===== src/rtl/rv32i_trap_pkg.sv =====
// Shared encodings for the RV32I trap controller: FSM states, CSR bit
// positions, mtvec modes and the default timer-interrupt cause.
package rv32i_trap_pkg;

  typedef enum logic [2:0] {
    ST_IDLE     = 3'd0,
    ST_DRAIN    = 3'd1,
    ST_TRAP     = 3'd2,
    ST_RET      = 3'd3,
    ST_REDIRECT = 3'd4
  } trap_state_e;

  localparam int MSTATUS_MIE  = 3;
  localparam int MSTATUS_MPIE = 7;
  localparam int MTIP_BIT     = 7;

  localparam logic [1:0] MTVEC_DIRECT   = 2'b00;
  localparam logic [1:0] MTVEC_VECTORED = 2'b01;

  localparam logic [31:0] IRQ_CAUSE_DEFAULT = 32'h8000_0007;

endpackage


===== src/rtl/rv32i_trap_ctrl_if.sv =====
// Commit-stage, CSR-file and fetch-redirect signals seen by the trap controller.
// master = trap controller, slave = the surrounding core.
interface rv32i_trap_ctrl_if;
  logic        exc_valid;
  logic [31:0] exc_cause;
  logic [31:0] exc_pc;
  logic [31:0] exc_tval;
  logic        mret_valid;
  logic [31:0] next_pc;
  logic        pipe_idle;
  logic [31:0] mstatus_in;
  logic [31:0] mie_in;
  logic [31:0] mip_in;
  logic [31:0] mtvec_in;
  logic [31:0] mepc_in;
  logic        exception_trigger;
  logic [31:0] exception_cause;
  logic [31:0] exception_pc;
  logic [31:0] exception_value;
  logic        mret_trigger;
  logic        stall;
  logic        flush;
  logic        redirect_valid;
  logic [31:0] redirect_pc;
  logic        redirect_ready;
  logic        busy;

  modport master (
    input  exc_valid, exc_cause, exc_pc, exc_tval, mret_valid, next_pc, pipe_idle,
    input  mstatus_in, mie_in, mip_in, mtvec_in, mepc_in, redirect_ready,
    output exception_trigger, exception_cause, exception_pc, exception_value,
    output mret_trigger, stall, flush, redirect_valid, redirect_pc, busy
  );

  modport slave (
    output exc_valid, exc_cause, exc_pc, exc_tval, mret_valid, next_pc, pipe_idle,
    output mstatus_in, mie_in, mip_in, mtvec_in, mepc_in, redirect_ready,
    input  exception_trigger, exception_cause, exception_pc, exception_value,
    input  mret_trigger, stall, flush, redirect_valid, redirect_pc, busy
  );
endinterface


===== src/rtl/rv32i_trap_vec.sv =====
// Combinational trap-target calculator: mtvec base, optional vectored offset
// for interrupts, RESET_PC fallback when mtvec has not been programmed.
module rv32i_trap_vec
  import rv32i_trap_pkg::*;
#(
  parameter logic [31:0] RESET_PC = 32'h0000_0000
) (
  input  logic [31:0] mtvec,
  input  logic [31:0] cause,
  input  logic        is_irq,
  output logic [31:0] target
);

  logic [31:0] base;
  logic        unused_cause;

  assign unused_cause = ^cause[31:5];

  always_comb begin
    base = {mtvec[31:2], 2'b00};
    if (base == 32'h0) begin
      target = RESET_PC;
    end else if ((mtvec[1:0] == MTVEC_VECTORED) && is_irq) begin
      target = base + {25'b0, cause[4:0], 2'b00};
    end else begin
      // modes 10/11 are reserved and fall back to direct
      target = base;
    end
  end

endmodule


===== src/rtl/rv32i_trap_ctrl.sv =====
// Trap entry/return sequencer: arbitrates exception > MRET > timer IRQ,
// strobes the CSR file for one cycle, then holds a single fetch redirect.
module rv32i_trap_ctrl
  import rv32i_trap_pkg::*;
#(
  parameter logic [31:0] RESET_PC  = 32'h0000_0000,
  parameter logic [31:0] IRQ_CAUSE = IRQ_CAUSE_DEFAULT
) (
  input  logic              clk,
  input  logic              rst_n,
  rv32i_trap_ctrl_if.master bus
);

  trap_state_e state;
  logic [31:0] cause_q;
  logic [31:0] pc_q;
  logic [31:0] tval_q;
  logic [31:0] target_q;
  logic        is_irq_q;
  logic        irq_pend;
  logic [31:0] vec_target;
  logic        unused_bits;

  assign irq_pend = bus.mstatus_in[MSTATUS_MIE] & bus.mie_in[MTIP_BIT] & bus.mip_in[MTIP_BIT];

  assign unused_bits = ^{bus.mstatus_in[31:4], bus.mstatus_in[2:0],
                         bus.mie_in[31:8], bus.mie_in[6:0],
                         bus.mip_in[31:8], bus.mip_in[6:0], bus.mepc_in[0]};

  rv32i_trap_vec #(
    .RESET_PC(RESET_PC)
  ) u_vec (
    .mtvec (bus.mtvec_in),
    .cause (cause_q),
    .is_irq(is_irq_q),
    .target(vec_target)
  );

  always_ff @(posedge clk or negedge rst_n) begin
    if (!rst_n) begin
      state    <= ST_IDLE;
      cause_q  <= '0;
      pc_q     <= '0;
      tval_q   <= '0;
      target_q <= '0;
      is_irq_q <= 1'b0;
    end else begin
      case (state)
        ST_IDLE: begin
          if (bus.exc_valid) begin
            cause_q  <= bus.exc_cause;
            pc_q     <= bus.exc_pc;
            tval_q   <= bus.exc_tval;
            is_irq_q <= 1'b0;
            state    <= ST_TRAP;
          end else if (bus.mret_valid) begin
            state <= ST_RET;
          end else if (irq_pend) begin
            state <= ST_DRAIN;
          end
        end
        ST_DRAIN: begin
          if (bus.exc_valid) begin
            cause_q  <= bus.exc_cause;
            pc_q     <= bus.exc_pc;
            tval_q   <= bus.exc_tval;
            is_irq_q <= 1'b0;
            state    <= ST_TRAP;
          end else if (!irq_pend) begin
            state <= ST_IDLE;
          end else if (bus.pipe_idle) begin
            cause_q  <= IRQ_CAUSE;
            pc_q     <= bus.next_pc;
            tval_q   <= '0;
            is_irq_q <= 1'b1;
            state    <= ST_TRAP;
          end
        end
        ST_TRAP: begin
          target_q <= vec_target;
          state    <= ST_REDIRECT;
        end
        ST_RET: begin
          target_q <= {bus.mepc_in[31:1], 1'b0};
          state    <= ST_REDIRECT;
        end
        ST_REDIRECT: begin
          if (bus.redirect_ready) begin
            state <= ST_IDLE;
          end
        end
        default: state <= ST_IDLE;
      endcase
    end
  end

  assign bus.busy  = (state != ST_IDLE);
  // The IDLE cycle that spots a pending IRQ already freezes fetch/decode.
  assign bus.stall = (state != ST_IDLE) |
                     (irq_pend & ~bus.exc_valid & ~bus.mret_valid);

  always_comb begin
    bus.flush = 1'b0;
    if (state == ST_IDLE) begin
      bus.flush = bus.exc_valid | bus.mret_valid;
    end else if (state == ST_DRAIN) begin
      bus.flush = bus.exc_valid | (irq_pend & bus.pipe_idle);
    end
  end

  assign bus.exception_trigger = (state == ST_TRAP);
  assign bus.exception_cause   = cause_q;
  assign bus.exception_pc      = pc_q;
  assign bus.exception_value   = tval_q;
  assign bus.mret_trigger      = (state == ST_RET);
  assign bus.redirect_valid    = (state == ST_REDIRECT);
  assign bus.redirect_pc       = target_q;

endmodule


===== src/flat_wrapper.sv =====
// flat-port wrapper written by rule: the top's interface ports become plain ports
module rv32i_trap_ctrl_flat import rv32i_trap_pkg::*;
#(
  parameter logic [31:0] RESET_PC  = 32'h0000_0000,
  parameter logic [31:0] IRQ_CAUSE = IRQ_CAUSE_DEFAULT
)
  (clk, rst_n, bus_exc_valid, bus_exc_cause, bus_exc_pc, bus_exc_tval, bus_mret_valid, bus_next_pc, bus_pipe_idle, bus_mstatus_in, bus_mie_in, bus_mip_in, bus_mtvec_in, bus_mepc_in, bus_redirect_ready, bus_exception_trigger, bus_exception_cause, bus_exception_pc, bus_exception_value, bus_mret_trigger, bus_stall, bus_flush, bus_redirect_valid, bus_redirect_pc, bus_busy);
  rv32i_trap_ctrl_if bus_i ();
  input  logic clk;
  input  logic rst_n;
  input wire logic [$bits(bus_i.exc_valid)-1:0] bus_exc_valid;
  input wire logic [$bits(bus_i.exc_cause)-1:0] bus_exc_cause;
  input wire logic [$bits(bus_i.exc_pc)-1:0] bus_exc_pc;
  input wire logic [$bits(bus_i.exc_tval)-1:0] bus_exc_tval;
  input wire logic [$bits(bus_i.mret_valid)-1:0] bus_mret_valid;
  input wire logic [$bits(bus_i.next_pc)-1:0] bus_next_pc;
  input wire logic [$bits(bus_i.pipe_idle)-1:0] bus_pipe_idle;
  input wire logic [$bits(bus_i.mstatus_in)-1:0] bus_mstatus_in;
  input wire logic [$bits(bus_i.mie_in)-1:0] bus_mie_in;
  input wire logic [$bits(bus_i.mip_in)-1:0] bus_mip_in;
  input wire logic [$bits(bus_i.mtvec_in)-1:0] bus_mtvec_in;
  input wire logic [$bits(bus_i.mepc_in)-1:0] bus_mepc_in;
  input wire logic [$bits(bus_i.redirect_ready)-1:0] bus_redirect_ready;
  output wire logic [$bits(bus_i.exception_trigger)-1:0] bus_exception_trigger;
  output wire logic [$bits(bus_i.exception_cause)-1:0] bus_exception_cause;
  output wire logic [$bits(bus_i.exception_pc)-1:0] bus_exception_pc;
  output wire logic [$bits(bus_i.exception_value)-1:0] bus_exception_value;
  output wire logic [$bits(bus_i.mret_trigger)-1:0] bus_mret_trigger;
  output wire logic [$bits(bus_i.stall)-1:0] bus_stall;
  output wire logic [$bits(bus_i.flush)-1:0] bus_flush;
  output wire logic [$bits(bus_i.redirect_valid)-1:0] bus_redirect_valid;
  output wire logic [$bits(bus_i.redirect_pc)-1:0] bus_redirect_pc;
  output wire logic [$bits(bus_i.busy)-1:0] bus_busy;
  assign bus_i.exc_valid = bus_exc_valid;
  assign bus_i.exc_cause = bus_exc_cause;
  assign bus_i.exc_pc = bus_exc_pc;
  assign bus_i.exc_tval = bus_exc_tval;
  assign bus_i.mret_valid = bus_mret_valid;
  assign bus_i.next_pc = bus_next_pc;
  assign bus_i.pipe_idle = bus_pipe_idle;
  assign bus_i.mstatus_in = bus_mstatus_in;
  assign bus_i.mie_in = bus_mie_in;
  assign bus_i.mip_in = bus_mip_in;
  assign bus_i.mtvec_in = bus_mtvec_in;
  assign bus_i.mepc_in = bus_mepc_in;
  assign bus_i.redirect_ready = bus_redirect_ready;
  assign bus_exception_trigger = bus_i.exception_trigger;
  assign bus_exception_cause = bus_i.exception_cause;
  assign bus_exception_pc = bus_i.exception_pc;
  assign bus_exception_value = bus_i.exception_value;
  assign bus_mret_trigger = bus_i.mret_trigger;
  assign bus_stall = bus_i.stall;
  assign bus_flush = bus_i.flush;
  assign bus_redirect_valid = bus_i.redirect_valid;
  assign bus_redirect_pc = bus_i.redirect_pc;
  assign bus_busy = bus_i.busy;
  rv32i_trap_ctrl #(.RESET_PC(RESET_PC), .IRQ_CAUSE(IRQ_CAUSE)) u_core (.clk(clk), .rst_n(rst_n), .bus(bus_i));
endmodule

===== config.mk =====
export PLATFORM = sky130hd
export DESIGN_NAME = rv32i_trap_ctrl_flat
export DESIGN_NICKNAME = d
export VERILOG_FILES = /design/src/rtl/rv32i_trap_pkg.sv /design/src/rtl/rv32i_trap_ctrl_if.sv /design/src/rtl/rv32i_trap_vec.sv /design/src/rtl/rv32i_trap_ctrl.sv /design/src/flat_wrapper.sv
export SDC_FILE = /design/constraint.sdc
export NUM_CORES = 1
export LEC_CHECK = 0
export CAP_MARGIN = 20
export CELL_PAD_IN_SITES_DETAIL_PLACEMENT = 1
export CELL_PAD_IN_SITES_GLOBAL_PLACEMENT = 1
export CORE_AREA = 3 3 167 169
export CTS_BUF_LIST = sky130_fd_sc_hd__clkbuf_8
export DETAILED_ROUTE_END_ITERATION = 8
export DIE_AREA = 0 0 170 172
export GPL_TIMING_DRIVEN = 1
export PLACE_DENSITY = 0.84
export SLEW_MARGIN = 20
export SYNTH_ARGS = -nofsm -noshare
export SYNTH_HDL_FRONTEND = slang
export SYNTH_SLANG_ARGS = --single-unit

===== constraint.sdc =====
create_clock -name clk -period 4.8 [get_ports clk]
set_clock_uncertainty 0.15 [all_clocks]
set_input_delay 1.44 -clock clk [delete_from_list [all_inputs] [get_ports clk]]
set_output_delay 1.44 -clock clk [all_outputs]
set_load 0.005 [all_outputs]

==> run metrics, run 1 <==
status=finished clean; ys flop type=dfrtp_1; clk sink count=around 130; ranking of synthesized cells by area=dfrtp_1, a32o_1, mux2i_1; measured slew at the worst slew-check pin=between 1000 and 1500 ps; worst setup path end=bus_flush; top cells by count, synth=dfrtp_1, a32o_1, nand2_1; RSZ-0062 raised after global routing=false; CTS max path bufs=2; Crit Path Class=in2out; # resized after CTS=0; worst vdd ir=between 0.2 and 0.25 mV; boundary pin count=approximately 430; Hold Buf Count CTS=0; share of the synthesized area in the top cell type=52.74%; Initial Util=around a quarter; Placement Rows=60; Core Util, Final=between 30% and 40%; vias=roughly 6k; vias in the first global route=around 6.7k; Hold Path Class=reg2reg; critical path startpoint=bus_mstatus_in[3]; Die ar.=~30,000 sq um; TritonCTS clock tree=yes; max-slew violations=0; DR pass1 iterations=4; initial antenna violation count=2; CP Capture Type=output port; Overall Global Routing Usage=approximately 17%; total CTS buffers=17; setup violators final=0; first-pass GRT wire length=38,540 microns; Mapped Avg Cell Area=10.64 sq um; Rel. slew slack=about a third; Cells after Synth=around 580; Layout area overhead=65.94%; Leakage=about 0.0043 uW; largest family of logic cells by synthesized area=compound AO/OA/AOI/OAI gates; multi-input gate area in the final layout=between 2000 and 3000 sq um; total gr overflow=0; clock tree root driver cell=clkbuf_8; PwrDens=~560 nW/um^2; vias per cell=just under 5; PortBufs=332; Critical Path Max Stage Delay=540 ps; drt initial violations=around 340; crit path DAT=3020 ps; Routed wire per std cell=20.36 microns; core area=26,730 sq um; Fill cells=between 2k and 3k; fraction of layout cells with a size suffix above 1=6.484%; YS warnings=0; H-tree Lvls=4; worst reg2reg endpoint=u_core.bus.redirect_pc[22]; minimum clock period=roughly 4600 ps; Register-to-Register Path Depth=8; final period utilization=between 90% and 100%; post-synthesis mux area share=5.636%; Critical Path Slowest Stage Cell=clkdlybuf4s50_1; post-synthesis async set-or-reset flop share=between 90% and 100%; Setup crit start kind=primary input; Post-CTS Setup Inserts=0; Hold Fails Final Rpt=0; Die W=about 170 microns; Final ANT Viol Nets=0; Max Cap Viol=0; synth unique cells=between 40 and 50; post-synthesis cell area=just over 6000 sq um; Antenna diodes=0; Synth area leader=dfrtp_1; Synth Area in XOR/XNOR=under 10%; RD Place Congestion=approximately 0.83; count leader, synth=dfrtp_1; sequential fraction of the synthesis area=52.74%; synthesized flop and latch total=131; Nets=between 1k and 1.5k; drt drc=0; final WL=about 25,000 microns; CP max FO=2; Post-Synth Adder-Cell Area=~1.3%; Clk pin slew, worst setup/hold paths=about 80 ps; Setup TNS Final=0 ps; detailed placement HPWL=about 19,000 microns; Synth Area in Compound Gates=20.25%; post-synthesis simple-gate area fraction=about 13%; Crit Reg-Reg Startpoint=u_core.bus.exception_cause[0]; Post-synth EDFFs=0; fmax=around 220 MHz; largest net degree at the start of global routing=approximately 100; CP required=3210 ps; final hold slack=around 330 ps; Synthesized Nets=roughly 880; insertion delay to the later sink of the worst-skew pair=roughly 430 ps; die height=172 microns; crit-path cells=clkdlybuf4s50_1 > and3_1 > and3_1 > o21ai_4 > nand2_1 > clkdlybuf4s50_1; FF/Latch Area=about 3300 sq um; reg-to-reg slack, setup=~2100 ps
sequential cells by signal, indices dropped and copies added (netlist names):
register                    count
u_core.state                    3
u_core.bus.exception_cause     32
u_core.bus.exception_value     32
u_core.is_irq_q                 1
u_core.bus.redirect_pc         31
u_core.bus.exception_pc        32
stage by stage:
stage | instances | instance area, sq um | setup slack, ps | total power (uW)
5_1_grt | 1251 | 10310 | 127.6 | 6185
2_1_floorplan | 584 | 6216 | 505.9 | 3037
3_3_place_gp | 1219 | 9902 | 197.3 | 4675
6_report | 1251 | 10310 | 185.5 | 5760
4_1_cts | 1251 | 10310 | 184.4 | 5863
3_5_place_dp | 1219 | 9902 | 188.1 | 4805
worst min-delay path by stage:
stage,from,endpoint,slack [ps],cells past startpoint
finish,u_core.bus.redirect_pc[1],u_core.bus.redirect_pc[1],330,2
global route,u_core.bus.exception_value[5],u_core.bus.exception_value[5],360,1
CTS,u_core.bus.redirect_pc[1],u_core.bus.redirect_pc[1],340,2
detailed placement,u_core.bus.redirect_pc[1],u_core.bus.redirect_pc[1],320,2
global placement,u_core.bus.redirect_pc[1],u_core.bus.redirect_pc[1],300,2
floorplan,u_core.bus.redirect_pc[1],u_core.bus.redirect_pc[1],310,2
layer usage:
layer	vias up	wire length, microns	track usage (%)
met4	4	343	3.845
li1	2814	-	-
met3	22	2122	6.196
met5	-	27	0
met2	240	12760	29.99
met1	3044	10210	19.63
layout make-up:
class	count	area share [%]
timing repair buffer	343	33.22
sequential	131	31.78
multi-input combinational	402	26.78
tap	341	4.136
clock buffer	18	2.402
clock inverter	14	1.601
inverter	2	0.07278
placed cells by master, fill, tap and decap left out, types with 9 or more instances in the layout:
master	netlist	routed
clkdlybuf4s50_1	0	330
dfrtp_1	131	131
a32o_1	60	60
nand2_1	53	52
o21ai_0	47	46
a21oi_1	37	37
nor2_1	36	35
mux2i_1	35	35
xnor2_1	27	27
o22ai_1	20	20
clkbuf_8	0	18
nor4_1	13	13
and3_1	12	12
buf_4	1	9
cell families (layout without fill, tap and decap cells):
family / after synthesis / in the layout
muxes: 35 / 35
adders and majority gates: 6 / 6
other: 1 / 1
buffers and inverters: 51 / 377
AOI/OAI and AO/OA: 178 / 178
xor gates and xnor gates: 27 / 27
and+or+nand+nor: 155 / 155
DFF: 131 / 131
worst max-delay path: cells and delay by family:
kind,cells,cell delay [ps]
and+or+nand+nor,3,490
AOI/OAI and AO/OA,1,70
buffers and inverters,2,1030
power by group:
part / switching, uW / total, uW / internal [uW]
registers: 324 / 1960 / 1630
logic: 1220 / 2780 / 1570
clock network: 529 / 1020 / 492
total: 2070 / 5760 / 3690
Note: power is estimated with default switching activity, not from simulation.
==> inputs of run 2 (changes only) <==
--- a/config.mk
+++ b/config.mk
@@ -14,7 +14,6 @@
 export DIE_AREA = 0 0 170 172
 export GPL_TIMING_DRIVEN = 1
 export PLACE_DENSITY = 0.84
-export SLEW_MARGIN = 20
 export SYNTH_ARGS = -nofsm -noshare
 export SYNTH_HDL_FRONTEND = slang
 export SYNTH_SLANG_ARGS = --single-unit
==> results of run 2 <==
Same layout as run 1: the final DEF is identical, and so are final timing and power.
==> inputs of run 3 (changes only) <==
--- a/config.mk
+++ b/config.mk
@@ -10,10 +10,12 @@
 export CELL_PAD_IN_SITES_GLOBAL_PLACEMENT = 1
 export CORE_AREA = 3 3 167 169
 export CTS_BUF_LIST = sky130_fd_sc_hd__clkbuf_8
+export CTS_CLUSTER_SIZE = 8
 export DETAILED_ROUTE_END_ITERATION = 8
 export DIE_AREA = 0 0 170 172
 export GPL_TIMING_DRIVEN = 1
 export PLACE_DENSITY = 0.84
+export SLEW_MARGIN = 20
 export SYNTH_ARGS = -nofsm -noshare
 export SYNTH_HDL_FRONTEND = slang
 export SYNTH_SLANG_ARGS = --single-unit
==> results of run 3 <==
Same layout as run 1: the final DEF is identical, and so are final timing and power.
